[src/rtl/lif_sched_if.sv]
// Bundles the lif_scheduler control, data and debug signals.
// The spike_total field exists only when LIF_SCHED_SPIKE_COUNT_EN is defined.
interface lif_sched_if #(
  parameter int N_NEURONS = 4,
  parameter int IN_W      = 4,
  parameter int POT_W     = 8
);
  localparam int SEL_W = (N_NEURONS > 1) ? $clog2(N_NEURONS) : 1;

  logic                      start;
  logic [N_NEURONS*IN_W-1:0] in_vec;
  logic [POT_W-1:0]          threshold;
  logic                      busy;
  logic                      done;
  logic [N_NEURONS-1:0]      spikes;
  logic [SEL_W-1:0]          pot_sel;
  logic [POT_W-1:0]          pot_out;
`ifdef LIF_SCHED_SPIKE_COUNT_EN
  logic [15:0]               spike_total;

  modport master (output start, in_vec, threshold, pot_sel,
                  input  busy, done, spikes, pot_out, spike_total);
  modport slave  (input  start, in_vec, threshold, pot_sel,
                  output busy, done, spikes, pot_out, spike_total);
`else
  modport master (output start, in_vec, threshold, pot_sel,
                  input  busy, done, spikes, pot_out);
  modport slave  (input  start, in_vec, threshold, pot_sel,
                  output busy, done, spikes, pot_out);
`endif
endinterface

[src/rtl/lif_scheduler.sv]
// Time-multiplexed leaky-integrate-and-fire scheduler: one shared update datapath walks all neurons per timestep.
// Optional saturating spike counter enabled by defining LIF_SCHED_SPIKE_COUNT_EN.
module lif_scheduler #(
  parameter int N_NEURONS  = 4,
  parameter int IN_W       = 4,
  parameter int POT_W      = 8,
  parameter int LEAK_SHIFT = 2,
  parameter int REFRAC     = 2
) (
  input logic        clk,
  input logic        rst,
  lif_sched_if.slave bus
);
  localparam int SEL_W = (N_NEURONS > 1) ? $clog2(N_NEURONS) : 1;
  localparam int RW    = (REFRAC > 1) ? $clog2(REFRAC + 1) : 1;

  typedef enum logic [1:0] {S_IDLE, S_UPDATE, S_WRITE, S_DONE} state_t;

  state_t                    state_q, state_d;
  logic [SEL_W-1:0]          idx_q, idx_d;
  logic [N_NEURONS*IN_W-1:0] in_vec_q, in_vec_d;
  logic [POT_W-1:0]          thr_q, thr_d;
  logic [POT_W-1:0]          sum_q, sum_d;
  logic                      refr_q, refr_d;
  logic [POT_W-1:0]          pot_q [N_NEURONS];
  logic [POT_W-1:0]          pot_d [N_NEURONS];
  logic [RW-1:0]             refrac_q [N_NEURONS];
  logic [RW-1:0]             refrac_d [N_NEURONS];
  logic [N_NEURONS-1:0]      spike_tmp_q, spike_tmp_d;
  logic [N_NEURONS-1:0]      spikes_q, spikes_d;
`ifdef LIF_SCHED_SPIKE_COUNT_EN
  logic [15:0]               count_q, count_d;
  logic [16:0]               count_ext;
  int                        pop;
`endif

  logic [POT_W-1:0] cur_pot;
  logic [POT_W-1:0] leak;
  logic [IN_W-1:0]  in_sel;
  logic [POT_W:0]   sum_ext;
  logic             fire;
  logic [N_NEURONS-1:0] tmp_next;

  always_comb begin
    state_d     = state_q;
    idx_d       = idx_q;
    in_vec_d    = in_vec_q;
    thr_d       = thr_q;
    sum_d       = sum_q;
    refr_d      = refr_q;
    pot_d       = pot_q;
    refrac_d    = refrac_q;
    spike_tmp_d = spike_tmp_q;
    spikes_d    = spikes_q;
`ifdef LIF_SCHED_SPIKE_COUNT_EN
    count_d     = count_q;
    count_ext   = '0;
    pop         = 0;
`endif
    cur_pot  = pot_q[idx_q];
    leak     = (LEAK_SHIFT >= POT_W) ? '0 : (cur_pot >> LEAK_SHIFT);
    in_sel   = in_vec_q[idx_q*IN_W +: IN_W];
    // leak never exceeds pot, so only the upper end can overflow
    sum_ext  = {1'b0, cur_pot} - {1'b0, leak} + (POT_W+1)'(in_sel);
    fire     = !refr_q && (thr_q != '0) && (sum_q >= thr_q);
    tmp_next = spike_tmp_q;
    tmp_next[idx_q] = fire;

    case (state_q)
      S_IDLE: begin
        if (bus.start) begin
          in_vec_d = bus.in_vec;
          thr_d    = bus.threshold;
          idx_d    = '0;
          state_d  = S_UPDATE;
        end
      end
      S_UPDATE: begin
        refr_d  = (refrac_q[idx_q] != '0);
        if (refrac_q[idx_q] != '0)
          sum_d = '0;
        else if (sum_ext[POT_W])
          sum_d = '1;
        else
          sum_d = sum_ext[POT_W-1:0];
        state_d = S_WRITE;
      end
      S_WRITE: begin
        if (fire) begin
          pot_d[idx_q]    = '0;
          refrac_d[idx_q] = RW'(REFRAC);
        end else begin
          pot_d[idx_q] = sum_q;
          if (refrac_q[idx_q] != '0)
            refrac_d[idx_q] = refrac_q[idx_q] - 1'b1;
        end
        // Publish on entry to DONE so spikes and done appear together
        if (idx_q == SEL_W'(N_NEURONS-1)) begin
          spikes_d    = tmp_next;
          spike_tmp_d = '0;
          state_d     = S_DONE;
`ifdef LIF_SCHED_SPIKE_COUNT_EN
          for (int i = 0; i < N_NEURONS; i++)
            pop = pop + int'(tmp_next[i]);
          count_ext = {1'b0, count_q} + 17'(pop);
          count_d   = count_ext[16] ? 16'hFFFF : count_ext[15:0];
`endif
        end else begin
          spike_tmp_d = tmp_next;
          idx_d       = idx_q + 1'b1;
          state_d     = S_UPDATE;
        end
      end
      S_DONE:  state_d = S_IDLE;
      default: state_d = S_IDLE;
    endcase
  end

  always_ff @(posedge clk) begin
    if (rst) begin
      state_q     <= S_IDLE;
      idx_q       <= '0;
      in_vec_q    <= '0;
      thr_q       <= '0;
      sum_q       <= '0;
      refr_q      <= 1'b0;
      spike_tmp_q <= '0;
      spikes_q    <= '0;
      for (int i = 0; i < N_NEURONS; i++) begin
        pot_q[i]    <= '0;
        refrac_q[i] <= '0;
      end
`ifdef LIF_SCHED_SPIKE_COUNT_EN
      count_q     <= '0;
`endif
    end else begin
      state_q     <= state_d;
      idx_q       <= idx_d;
      in_vec_q    <= in_vec_d;
      thr_q       <= thr_d;
      sum_q       <= sum_d;
      refr_q      <= refr_d;
      spike_tmp_q <= spike_tmp_d;
      spikes_q    <= spikes_d;
      pot_q       <= pot_d;
      refrac_q    <= refrac_d;
`ifdef LIF_SCHED_SPIKE_COUNT_EN
      count_q     <= count_d;
`endif
    end
  end

  assign bus.busy    = (state_q != S_IDLE);
  assign bus.done    = (state_q == S_DONE);
  assign bus.spikes  = spikes_q;
  assign bus.pot_out = pot_q[bus.pot_sel];
`ifdef LIF_SCHED_SPIKE_COUNT_EN
  assign bus.spike_total = count_q;
`endif
endmodule

[src/flat_wrapper.sv]
// flat-port wrapper written by rule: the top's interface ports become plain ports
module lif_scheduler_flat 
#(
  parameter int N_NEURONS  = 4,
  parameter int IN_W       = 4,
  parameter int POT_W      = 8,
  parameter int LEAK_SHIFT = 2,
  parameter int REFRAC     = 2
)
  (clk, rst, bus_start, bus_in_vec, bus_threshold, bus_pot_sel, bus_busy, bus_done, bus_spikes, bus_pot_out);
  lif_sched_if #(.N_NEURONS(N_NEURONS), .IN_W(IN_W), .POT_W(POT_W)) bus_i ();
  input logic clk;
  input logic rst;
  input wire logic [$bits(bus_i.start)-1:0] bus_start;
  input wire logic [$bits(bus_i.in_vec)-1:0] bus_in_vec;
  input wire logic [$bits(bus_i.threshold)-1:0] bus_threshold;
  input wire logic [$bits(bus_i.pot_sel)-1:0] bus_pot_sel;
  output wire logic [$bits(bus_i.busy)-1:0] bus_busy;
  output wire logic [$bits(bus_i.done)-1:0] bus_done;
  output wire logic [$bits(bus_i.spikes)-1:0] bus_spikes;
  output wire logic [$bits(bus_i.pot_out)-1:0] bus_pot_out;
  assign bus_i.start = bus_start;
  assign bus_i.in_vec = bus_in_vec;
  assign bus_i.threshold = bus_threshold;
  assign bus_i.pot_sel = bus_pot_sel;
  assign bus_busy = bus_i.busy;
  assign bus_done = bus_i.done;
  assign bus_spikes = bus_i.spikes;
  assign bus_pot_out = bus_i.pot_out;
  lif_scheduler #(.N_NEURONS(N_NEURONS), .IN_W(IN_W), .POT_W(POT_W), .LEAK_SHIFT(LEAK_SHIFT), .REFRAC(REFRAC)) u_core (.clk(clk), .rst(rst), .bus(bus_i));
endmodule
[config.mk]
export PLATFORM = sky130hd
export DESIGN_NAME = lif_scheduler_flat
export DESIGN_NICKNAME = d
export VERILOG_FILES = /design/src/rtl/lif_sched_if.sv /design/src/rtl/lif_scheduler.sv /design/src/flat_wrapper.sv
export SDC_FILE = /design/constraint.sdc
export NUM_CORES = 1
export LEC_CHECK = 0
export CAP_MARGIN = 20
export CORE_MARGIN = 2
export CORE_UTILIZATION = 40
export CTS_BUF_LIST = sky130_fd_sc_hd__clkbuf_8
export DETAILED_ROUTE_END_ITERATION = 16
export PLACE_DENSITY = 0.73
export SKIP_CTS_REPAIR_TIMING = 1
export SLEW_MARGIN = 0
export SYNTH_ARGS = -nofsm -noshare
export SYNTH_HDL_FRONTEND = slang
export SYNTH_SLANG_ARGS = --single-unit
[constraint.sdc]
create_clock -name clk -period 3.2 [get_ports clk]
set_clock_uncertainty 0.15 [all_clocks]
set_input_delay 0.48 -clock clk [delete_from_list [all_inputs] [get_ports clk]]
set_output_delay 0.48 -clock clk [all_outputs]
set_load 0.01 [all_outputs]
# Word-level counts from Yosys, hierarchy flattened
# Cells that the tools add are included.
# W data, S select, Z words.
# totals
register_bits,85
latch_bits,0
mem_bits_rw,0
mem_bits_ro,0
in_bits,29
out_inout_bits,14
memories,0
# op_classes
n_addsub,4
n_mul,0
div,0
magnitude_cmp,6
n_eq_ne,6
shift,1
mux,30
bitwise,7
reduce_logical,15
# ops
cell,count
$mux W8,9
$and A32 B32 Y32,1
$bmux W8 S2,2
$bwmux W32,1
$mux W32,1
$not A32 Y32,1
$demux W8 S2,1
$shiftx A16 B5 Y4,1
$mux W2,7
$add A9 B4 Y9,1
$sub A8 B6 Y9,1
$bwmux W8,1
$ge A8 B8 Y1,1
$pmux W2 S4,1
$reduce_bool A2 Y1,4
$reduce_bool A8 Y1,1
$eq A2 B2 Y1 const B,3
$ge A3 B3 Y1 const B,2
$not A2 Y3,2
$reduce_and A2 Y1,3
$and A4 B4 Y4,1
$bmux W2 S2,1
$bwmux W4,1
$demux W2 S2,1
17 further kinds,21

# Logic depth before layout (Yosys ltp)
# Gate-level depths: netlist of the first run.
# depth
ltp_word,8
mapped_depth,13
ltp_nobuf,11

# Worst setup path after synthesis of the first run
# No wires, ideal clock.
# synth_path
path_kind,register -> register
from,register u_core.idx_q[0]
to,register u_core.sum_q[2]
setup_ns,0.076
arrival_ns,3.273
slack_ns,-0.298
path_stages_with_launch,12
path_buffers,2
synth_period_minus_slack_ns,3.498
path_cell_list,dfxtp_1 buf_4 buf_2 mux4_2 fa_1 inv_1 ha_1 a21oi_1 o2111ai_1 a211oi_4 nor3_1 o21ai_0
# synth_via
elab_chain_cells,8
elab_cells_between_ends,13
# synth_rtl
item,line_no,source
from (decl),lif_scheduler.sv:20,"logic [SEL_W-1:0] idx_q, idx_d;"
from (signal assigned),lif_scheduler.sv:138,idx_q <= idx_d;
$not A2 Y3 (implied by the code),"lif_scheduler.sv:60, lif_scheduler.sv:80",
$bmux W8 S2,lif_scheduler.sv:60,cur_pot = pot_q[idx_q];
$mux W8 (implied by the code) (2 in a row),lif_scheduler.sv:60,
$sub A8 B6 Y9,lif_scheduler.sv:64,"sum_ext = {1'b0, cur_pot} - {1'b0, leak} + (POT_W+1)'(in_sel);"
$add A9 B4 Y9,lif_scheduler.sv:64,
$mux W8,lif_scheduler.sv:82,else if (sum_ext[POT_W])
$mux W8 (*),lif_scheduler.sv:80,if (refrac_q[idx_q] != '0)
to (signal assigned),lif_scheduler.sv:141,sum_q <= sum_d;
to (decl),lif_scheduler.sv:23,"logic [POT_W-1:0] sum_q, sum_d;"
# Mark *: on every way between the ends. The rest lies on a longest branch, timed or not. The select of a mux whose other input is x is not followed.
# A chain may end at the register's enable or synchronous reset.

# Worst setup path after layout of the first run
# layout_path
from,register u_core.idx_q[0]
to,register u_core.sum_q[5]
# Same word-level chain as after synthesis.

==> results.md, run 1 <==
* Yosys warns at 0
* Vias per inst at 5.90
* Syn_area_per_cell at 8.53 um2
* Max Clk Rate at 0.315 GHz
* Pre-CTS setup slack at -154 ps
* Largest net degree at the start of global routing at between 40 and 50
* Crit-path max cell delay at approximately 540 ps
* Tightest Pin Transition at 1060 ps
* Synth Register Bits at 84
* Period utilisation layout at 99.1%
* # diodes at 0
* Clock Latency Late Sink at 370 ps
* Pre-antenna DRT Iters at 10
* Outcome: complete, but fails checks
* # IOs at 43
* First-pass GRT wire length at roughly 21 mm
* Synth top cells by count: nand2_1, dfxtp_1, a21oi_1, nand4_1, inv_1
* Crit path max-delay cell type: mux4_2
* GR Overflow Total at 0
* CTS clk-pin slew, worst paths at 80 ps
* Die ar. at between 10000 and 15000 um2
* Peak supply drop at ~250 uV
* Die X-Extent at 113 um
* Area of the core at about 12000 um2
* Minimum clock period at 3170 ps
* Core Rows at 39
* Failing checks: design-rule violations
* R2R depth at 12
* Cell with the most instances on the worst path: ha_4
* Setup CP Type: reg2reg
* Initial antenna violation count at 0
* Chip height at approximately 110 um
* Dominant cell type by area after synthesis: dfxtp_1
* Post-synth top flop: dfxtp_1
* Via count at between 4000 and 5000
* Top-count cell post-synth: nand2_1
* WHS Endpoint: u_core.in_vec_q[9]$_SDFFE_PP0P_
* Htree depth at 3
* Area grow syn2layout at 19.1%
* Starting Density at ~41%
* Critical Path Start Type: flop
* Port Buf Inserts at 42
* Power density cells at about 470 nW/um2
* Synthesized net count at a little over 600
* RR Endpoint: u_core.sum_q[5]$_SDFFE_PP0N_
* Synth unique cells at 47
* P_leak at between 0.0015 and 0.002 uW
* Total CTS buffers at 9
* Post-route setup TNS at 0 ps
* Layout cell share with drive strength beyond 1 at between 10% and 20%
* Clock tree buffer depth at 2
* R2R setup slack at roughly 30 ps
* Share of the synthesized area in the top cell type at ~35%
* EDFF count, synth at 0
* CTS root buffer: clkbuf_8
* Clock sinks at 84
* Hold/Removal Path Class: reg2reg
* Hold Vio Cnt, Final at 0
* Initial DRC count at 312
* Final setup violation count at 0
* Hpwl dp at between 8 and 9 mm
* Pins Over Slew Limit at 0
* Vias in the first global route at 4260
* Max_cap viols at 0
* Wire per inst at ~17 um
* Drt total wl at between 10 and 15 mm
* Crit path cell chain: buf_8 > mux4_2 > ha_4 > inv_2 > ha_4 > fa_2 > a21oi_4 > o2111ai_4 > a211oi_4 > buf_6 > nor3_1 > o21ai_1
* R2R Path Start: u_core.idx_q[0]$_SDFFE_PP0P_
* Crit. End Element: flop
* Final #Nets at about 650
* Post-synthesis sequential area ratio at a little over a third
* DR DRC count at 1
* Post-route antenna net violation count at 0
* Worst Slack Setup Final at just under 30 ps
* WP data required at 3350 ps
* Area contributors post-synth: dfxtp_1, mux4_2, nand2_1
* Worst Hold Launch: u_core.in_vec_q[9]$_SDFFE_PP0P_
* Final Util at between 40% and 50%
* Max_slew headroom at 29.0%
* Asr flop ratio synth at 0%
* CTS tree: done
* Power Total at 2640 uW
* GR Util All Layers at 20.2%
* Worst-path maximum fanout at 8
* Min-Delay Path Depth at 2
* GP Congestion at 0.907
* Hold WS at between 300 and 400 ps
* Cell area after synthesis at about 4800 um2
* WP data arrival at about 3300 ps
* Cells after Synth at approximately 560
* RSZ-0062 raised after global routing: true
## state kept, by name, indices dropped and copies added (netlist names)
signal              count
u_core.spike_tmp_q      3
u_core.thr_q            8
u_core.refr_q           1
u_core.state_q          2
u_core.in_vec_q        16
u_core.bus.spikes       4
u_core.refrac_q         8
u_core.sum_q            8
u_core.pot_q           32
u_core.idx_q            2
## report_power, final
group          switching, uW  total [uW]  internal [uW]
Sequential              61.4        1150           1090
Combinational            430         727            296
Clock                    396         769            374
Total                    888        2640           1760
## area by class of cell
type	count	area [um2]
multi-input cells	399	2900
flip-flops and latches	84	1690
well taps	143	179
inverters	34	128
clock buffers	10	138
fillers	1048	5850
repair buffers	62	584
clock inverters	5	52.6
## worst max path at each step
stage,depth (start not counted),end,from
2_1_floorplan,10,u_core.sum_q[2]$_SDFFE_PP0N_,u_core.idx_q[0]$_SDFFE_PP0P_
3_3_place_gp,10,u_core.sum_q[2]$_SDFFE_PP0N_,u_core.idx_q[0]$_SDFFE_PP0P_
3_5_place_dp,11,u_core.sum_q[4]$_SDFFE_PP0N_,u_core.idx_q[0]$_SDFFE_PP0P_
4_1_cts,11,u_core.sum_q[0]$_SDFFE_PP0N_,u_core.idx_q[0]$_SDFFE_PP0P_
5_1_grt,11,u_core.sum_q[7]$_SDFFE_PP0N_,u_core.idx_q[0]$_SDFFE_PP0P_
6_report,12,u_core.sum_q[5]$_SDFFE_PP0N_,u_core.idx_q[0]$_SDFFE_PP0P_
## cell families (layout without fill, tap and decap cells)
group	Yosys count	after routing	share of synthesized area, %
compound gates	125	125	16.4
xor+xnor	6	6	1.10
fa+ha+maj	28	28	7.99
buf+inv	75	111	6.76
flops	84	84	35.3
mux	24	24	10.6
simple gates	216	216	21.8
## placed cells by master, fill, tap and decap left out, types with 2 or more instances in the layout
cell type	synthesis	layout
ha_1	24	18
nand2b_1	6	6
o211ai_1	2	2
a31oi_1	3	3
nor3_2	0	2
nand2_1	101	101
clkinv_2	0	3
nor2_1	24	24
nor4_2	2	2
nand4_1	37	37
inv_2	0	2
a32oi_1	4	4
o2111ai_1	5	3
o21ai_0	13	6
mux2i_1	2	2
nor2b_1	13	13
nor3_1	12	10
o21bai_1	3	3
inv_1	34	32
dfxtp_1	84	83
buf_8	0	2
o31a_1	4	4
clkdlybuf4s50_1	0	41
o21ai_1	0	7
xor2_1	5	5
nor3b_1	3	3
fa_1	4	3
o21a_1	3	3
nand3_1	9	7
buf_4	5	17
a21oi_1	74	73
and2_1	6	6
a32o_1	4	4
clkbuf_8	0	10
mux4_2	21	21
ha_4	0	6
## through the flow
step           area, um2  std cells
2_1_floorplan       4800        558
3_3_place_gp        5310        719
3_5_place_dp        5310        719
4_1_cts             5500        734
5_1_grt             5670        737
6_report            5670        737
## layer usage
layer | vias to the layer above | GRT usage, % | share of wire [%]
met5 | - | 0 | 0
met4 | 0 | 7.97 | 3.4
met3 | 35 | 3.27 | 6.0
met2 | 160 | 33.6 | 49
met1 | 2111 | 26.4 | 42
li1 | 2039 | - | -
## critical path, delay by kind of cell, from the launching register on
kind                       cells  cell delay, ps
AOI/OAI and AO/OA              4             780
adders and majority gates      3             850
buffers and inverters          3             330
DFF                            1             380
muxes                          1             540
and+or+nand+nor                1              60
Power figures use the tool's default switching activity.
==> run 2, diff against run 1 <==
--- a/config.mk
+++ b/config.mk
@@ -10,7 +10,9 @@
 export CORE_UTILIZATION = 40
 export CTS_BUF_LIST = sky130_fd_sc_hd__clkbuf_8
 export DETAILED_ROUTE_END_ITERATION = 16
+export MAX_ROUTING_LAYER = met4
 export PLACE_DENSITY = 0.73
+export SETUP_SLACK_MARGIN = 0.02
 export SKIP_CTS_REPAIR_TIMING = 1
 export SLEW_MARGIN = 0
 export SYNTH_ARGS = -nofsm -noshare
==> run 2 against run 1 <==
Effect of this change: the run ends with design-rule violations, negative setup slack left; cell area is essentially flat; worst setup slack worse by 56 ps; maximum frequency shrank 1.7%; sequential share of layout area is essentially flat; register-to-register slack lost 60 ps; non-clock buffer count increased by 5; via count down 2.0%; critical path depth up 2; global-route usage barely moved; die area unchanged; wire length shrank 3.2%; total power decreased by 2.0%.
==> results.md, run 2 (same netlist as run 1, synthesis figures left out) <==
* Outcome: complete, but fails checks
* Failing checks: design-rule violations, negative setup slack
* Switch share at 33.1% (-0.51 points)
* WP data arrival at 3320 ps (about the same)
* Worst Hold Launch: u_core.bus.spikes[3]$_SDFFE_PP0P_
* # fillers at 1094 (+4.4%)
* Crit path cell chain: buf_8 > mux4_2 > buf_6 > inv_2 > fa_1 > inv_2 > ha_4 > a21oi_4 > buf_6 > buf_6 > o21bai_1 > xor2_1 > nor3_4 > o21ai_1
* Clock tree buffer depth at 2 (unchanged)
* Setup CP Type: reg2reg
* Drt total wl at 12.4 mm (-3.2%)
* R2R setup slack at -30 ps (-60 ps)
* Power Total at 2590 uW (-2.0%)
* GR Overflow Total at 0 (unchanged)
* Combinational power share at 27.6% (about the same)
* Seq pwr share at 44.1% (+0.7 points)
* Max_slew headroom at 31.1% (+2.1 points)
* Crit path max-delay cell type: mux4_2
* GP Congestion at 0.852 (-6.0%)
* First-pass GRT wire length at 20.2 mm (-3.1%)
* Area of the core at 11500 um2 (unchanged)
* DP Cell Count at 721 (+0.28%)
* Starting Density at 41.3% (unchanged)
* CTS root buffer: clkbuf_8
* Via count at 4259 (-2.0%)
* R2R depth at 14 (+2)
* Max_cap viols at 0 (unchanged)
* GR Util All Layers at 20.2% (about the same)
* Die X-Extent at 113 um (unchanged)
* Hpwl dp at 8.82 mm (-0.19%)
* Layout cell share with drive strength beyond 1 at 15.0% (+1.0 points)
* Top reg by flops: u_core.pot_q
* Crit-path max cell delay at 550 ps (about the same)
* Peak supply drop at 201 uV (-20%)
* Chip height at 113 um (unchanged)
* Hold Vio Cnt, Final at 0 (unchanged)
* Top Registers: u_core.pot_q x32, u_core.in_vec_q x16
* Initial DRC count at 317 (+1.6%)
* Minimum clock period at 3230 ps (+55.6 ps)
* Crit. End Element: flop
* Largest register FFs at 32 (unchanged)
* Final #Nets at 652 (+0.77%)
* RSZ-0062 raised after global routing: true
* # IOs at 43 (unchanged)
* RR Endpoint: u_core.sum_q[4]$_SDFFE_PP0N_
* Power density cells at 457 nW/um2 (-2.0%)
* Clock Latency Late Sink at 360 ps (about the same)
* Pre-antenna DRT Iters at 11 (+1)
* Hold WS at 310 ps (-0.558 ps)
* Final setup violation count at 4 (+4)
* Die ar. at 12800 um2 (unchanged)
* Switch Pwr at 857 uW (-3.5%)
* Int Pwr at 1730 uW (-1.2%)
* CTS tree: done
* Largest net degree at the start of global routing at 41 (unchanged)
* R2R Path Start: u_core.idx_q[0]$_SDFFE_PP0P_
* # diodes at 0 (unchanged)
* Critical path launch point: u_core.idx_q[0]$_SDFFE_PP0P_
* CP endpoint: u_core.sum_q[4]$_SDFFE_PP0N_
* WP data required at 3290 ps (-60 ps)
* Vias per inst at 5.73 (-2.8%)
* Worst-path maximum fanout at 5 (-3)
* CTS clk-pin slew, worst paths at 80 ps (about the same)
* Cell with the most instances on the worst path: buf_6
* Total CTS buffers at 9 (unchanged)
* Period utilisation layout at 101% (+1.7 points)
* Tightest Pin Transition at 1030 ps (-31.1 ps)
* Wire per inst at 16.7 um (-4.0%)
* Pins Over Slew Limit at 0 (unchanged)
* Max Clk Rate at 0.310 GHz (-1.7%)
* Hold/Removal Path Class: reg2reg
* P_leak at 0.00197 uW (+1.3%)
* DR DRC count at 1 (unchanged)
* Htree depth at 3 (unchanged)
* Commonest non-fill, non-tap cell in the layout: nand2_1
* Area grow syn2layout at 19.2% (about the same)
* Initial antenna violation count at 0 (unchanged)
* Clk pwr share at 28.3% (-0.8 points)
* Non-filler cells, final at 743 (+0.81%)
* Vias in the first global route at 4114 (-3.4%)
* Clock sinks at 84 (unchanged)
* Final Util at 49.3% (about the same)
* Port Buf Inserts at 42 (unchanged)
* Post-route antenna net violation count at 0 (unchanged)
* Most frequent cells in the layout: nand2_1, dfxtp_1, a21oi_1
* Critical Path Start Type: flop
* Core Rows at 39 (unchanged)
* Worst Slack Setup Final at -25.8 ps (-55.6 ps)
[run 2: changes by cell type in the layout (fill, tap and decap cells not counted), moves of 2 or more]
cell / before / now
buf_6: 1 / 4
inv_2: 2 / 5
buf_4: 17 / 19
ha_4: 6 / 4
o21ai_0: 6 / 8
o21ai_1: 7 / 5
[run 2: worst min-delay path by stage]
stage	to	slack, ps	cells after the start
after floorplan	u_core.in_vec_q[10]$_SDFFE_PP0P_	280	2
after global placement	u_core.in_vec_q[2]$_SDFFE_PP0P_	290	2
after detailed placement	u_core.in_vec_q[10]$_SDFFE_PP0P_	300	2
after CTS	u_core.in_vec_q[10]$_SDFFE_PP0P_	310	2
after global routing	u_core.in_vec_q[5]$_SDFFE_PP0P_	340	2
final	u_core.bus.spikes[3]$_SDFFE_PP0P_	310	2
[run 2: cell type report]
| type | count | area [um2] | area share (%) |
|---|---|---|---|
| Multi-Input combinational cell | 399 | 2860 | 50.5 |
| Sequential cell | 84 | 1690 | 29.7 |
| Timing Repair Buffer | 67 | 633 | 11.2 |
| Tap cell | 143 | 179 | 3.15 |
| Inverter | 34 | 128 | 2.25 |
| Clock buffer | 9 | 124 | 2.18 |
| Clock inverter | 7 | 60.1 | 1.06 |
[run 2: power groups by stage]
stage,Clock [uW],Sequential (uW),Combinational (uW)
2_1_floorplan,0,1140,495
3_3_place_gp,0,1160,624
3_5_place_dp,0,1160,637
4_1_cts,748,1140,640
5_1_grt,797,1150,777
6_report,733,1140,716
[run 2: metrics by stage]
stage	worst slack (ps)	TNS, ps	area (um2)
finish	-25.8	-42.1	5670
global route	-112	-790	5670
CTS	-185	-1130	5510
detailed placement	-139	-882	5330
global placement	17.8	0	5330
floorplan	34.6	0	4800
[run 2: metal layers]
layer	track usage, %	share of wire [%]	wire length [um]	up-vias
li1	-	-	-	2055
met1	26.1	44	5460	2042
met2	32.1	48	6030	138
met3	3.59	5.5	682	24
met4	6.99	2.2	269	0
met5	-	0	0	-
[run 2: critical path, delay by kind of cell, from the launching register on]
family	cells	cell delay, ps
AOI/OAI and AO/OA	3	340
xor gates and xnor gates	1	200
adders and majority gates	2	640
buffers and inverters	6	620
DFF	1	390
muxes	1	550
and+or+nand+nor	1	180
==> run 3, diff against run 2 <==
--- a/config.mk
+++ b/config.mk
@@ -10,8 +10,9 @@
 export CORE_UTILIZATION = 40
 export CTS_BUF_LIST = sky130_fd_sc_hd__clkbuf_8
 export DETAILED_ROUTE_END_ITERATION = 16
+export HOLD_SLACK_MARGIN = 0.05
 export MAX_ROUTING_LAYER = met4
-export PLACE_DENSITY = 0.73
+export PLACE_DENSITY = 0.71
 export SETUP_SLACK_MARGIN = 0.02
 export SKIP_CTS_REPAIR_TIMING = 1
 export SLEW_MARGIN = 0
==> constraint.sdc (replaced) <==
create_clock -name clk -period 3.3 [get_ports clk]
set_clock_uncertainty 0.15 [all_clocks]
set_input_delay 0.495 -clock clk [delete_from_list [all_inputs] [get_ports clk]]
set_output_delay 0.495 -clock clk [all_outputs]
set_load 0.01 [all_outputs]
==> run 3 against run 2 <==
Effect of this change: the run ends with design-rule violations left; maximum frequency decreased by 2.0%; largest power group unchanged; worst setup slack improved by 33 ps; sequential share of layout area decreased by 0.62 points; wire length increased by 1.9%; clock-buffer cell count increased by 1; critical path depth decreased by 2; sequential power about the same.
==> results.md, run 3 (same netlist as run 1, synthesis figures left out) <==
* Outcome: complete, but fails checks
* Failing checks: design-rule violations
* CTS tree: done
* Core Rows at 39 (unchanged)
* DR DRC count at 1 (unchanged)
* Hold Vio Cnt, Final at 0 (unchanged)
* Setup CP Type: reg2reg
* Min-Delay Path Depth at 2 (unchanged)
* Non-filler cells, final at 746 (+0.40%)
* Drt total wl at 12.7 mm (+1.9%)
* Power density cells at 473 nW/um2 (+3.5%)
* Most frequent cells in the layout: nand2_1, dfxtp_1, a21oi_1
* Hpwl dp at 8.52 mm (-3.4%)
* Crit-path max cell delay at 590 ps (+40 ps)
* Wire per inst at 17.0 um (+1.5%)
* # diodes at 0 (unchanged)
* Via count at 4305 (+1.1%)
* Critical Path Start Type: flop
* Peak supply drop at 269 uV (+34%)
* WP data required at 3450 ps (+160 ps)
* Minimum clock period at 3290 ps (+67.2 ps)
* Hold WS at 311 ps (+1.67 ps)
* Clock Latency Late Sink at 370 ps (about the same)
* CTS root buffer: clkbuf_8
* Largest net degree at the start of global routing at 41 (unchanged)
* Worst-path maximum fanout at 6 (+1)
* Final #Nets at 655 (+0.46%)
* Top reg by flops: u_core.pot_q
* DP Cell Count at 715 (-0.83%)
* R2R Path Start: u_core.idx_q[0]$_SDFFE_PP0P_
* Clock sinks at 84 (unchanged)
* Port Buf Inserts at 42 (unchanged)
* CTS clk-pin slew, worst paths at 90 ps (about the same)
* Crit path cell chain: buf_12 > buf_4 > mux4_2 > inv_1 > ha_1 > ha_1 > nand3_2 > o2111ai_4 > a211oi_4 > buf_4 > o21bai_1 > o211ai_1
* R2R depth at 12 (-2)
* Crit. End Element: flop
* Pre-antenna DRT Iters at 13 (+2)
* Period utilisation layout at 99.8% (-1.0 points)
* Initial DRC count at 290 (-8.5%)
* Max Clk Rate at 0.304 GHz (-2.0%)
* Vias in the first global route at 4097 (-0.41%)
* First-pass GRT wire length at 19.8 mm (-2.1%)
* Max_cap viols at 0 (unchanged)
* Critical path launch point: u_core.idx_q[0]$_SDFFE_PP0P_
* Die X-Extent at 113 um (unchanged)
* Post-route setup TNS at 0 ps (+42.1 ps)
* Tightest Pin Transition at 1030 ps (-5.20 ps)
* Pins Over Slew Limit at 0 (unchanged)
* P_leak at 0.00202 uW (+2.7%)
* Clock tree buffer depth at 2 (unchanged)
* Area of the core at 11500 um2 (unchanged)
* Chip height at 113 um (unchanged)
* Starting Density at 41.3% (unchanged)
* WHS Endpoint: u_core.in_vec_q[11]$_SDFFE_PP0P_
* R2R setup slack at 7 ps (+30 ps)
* GR Util All Layers at 19.7% (-0.47 points)
* Crit path max-delay cell type: mux4_2
* Vias per inst at 5.77 (+0.67%)
* Top Registers: u_core.pot_q x32, u_core.in_vec_q x16
* GR Overflow Total at 0 (unchanged)
* Die ar. at 12800 um2 (unchanged)
* # IOs at 43 (unchanged)
* Max_slew headroom at 31.4% (+0.35 points)
* WP data arrival at 3440 ps (+120 ps)
* RR Endpoint: u_core.sum_q[7]$_SDFFE_PP0N_
* GP Congestion at 0.867 (+1.8%)
* Final Util at 50.3% (+1.0 points)
* Total CTS buffers at 9 (unchanged)
* Hold/Removal Path Class: reg2reg
* Largest register FFs at 32 (unchanged)
* RSZ-0062 raised after global routing: true
* Final setup violation count at 0 (-4)
* Initial antenna violation count at 0 (unchanged)
* Area grow syn2layout at 21.7%
* Layout cell share with drive strength beyond 1 at 15.6% (+0.59 points)
* Commonest non-fill, non-tap cell in the layout: nand2_1
* Htree depth at 3 (unchanged)
* Post-route antenna net violation count at 0 (unchanged)
* Worst Hold Launch: u_core.in_vec_q[11]$_SDFFE_PP0P_
run 3: cell count changes in the layout (fill, tap and decap cells not counted), sizes merged:
cell,delta
buf,+2
bufinv,+2
clkbuf,+2
clkinv,-2
clkinvlp,-1
run 3: per-layer routing:
metal	global-route usage [%]	vias up	wire length, um
met5	-	-	0
met4	6.75	0	317
met3	3.80	24	640
met2	31.9	155	6040
met1	24.9	2066	5670
li1	-	2060	-
run 3: area by class of cell:
type | count | area [um2]
tap | 143 | 179
fill | 1050 | 5720
multi-input combinational | 399 | 2890
sequential | 84 | 1690
timing repair buffer | 70 | 663
inverter | 34 | 128
clock inverter | 6 | 111
clock buffer | 10 | 138
run 3: power by group:
part | leakage (uW) | switching, uW | internal, uW | total [uW]
sequential | 0.000683 | 55.1 | 1050 | 1110
combinational | 0.00121 | 415 | 300 | 715
clock | 0.000128 | 392 | 525 | 917
total | 0.00202 | 862 | 1880 | 2740
run 3: worst max-delay path by stage:
stage,end,slack (ps)
CTS,u_core.sum_q[5]$_SDFFE_PP0N_,-230
finish,u_core.sum_q[7]$_SDFFE_PP0N_,7
floorplan,u_core.sum_q[2]$_SDFFE_PP0N_,40
global placement,u_core.sum_q[3]$_SDFFE_PP0N_,-20
global route,u_core.sum_q[7]$_SDFFE_PP0N_,-90
detailed placement,u_core.sum_q[3]$_SDFFE_PP0N_,-110
run 3: stage by stage:
step                instance area, um2  setup WS [ps]  total power (uW)
detailed placement                5270           -111              1720
global route                      5790          -92.5              2860
floorplan                         4770           43.9              1580
finish                            5790           6.93              2740
CTS                               5520           -229              2630
global placement                  5270          -17.9              1710
run 3: critical path, delay by kind of cell, from the launching register on:
kind | cells | cell delay, ps
AND/OR/NAND/NOR | 1 | 160
adder cells (fa/ha/maj) | 2 | 670
AO/OA/AOI/OAI | 4 | 710
flip-flops | 1 | 400
multiplexers | 1 | 590
buffers and inverters | 4 | 560
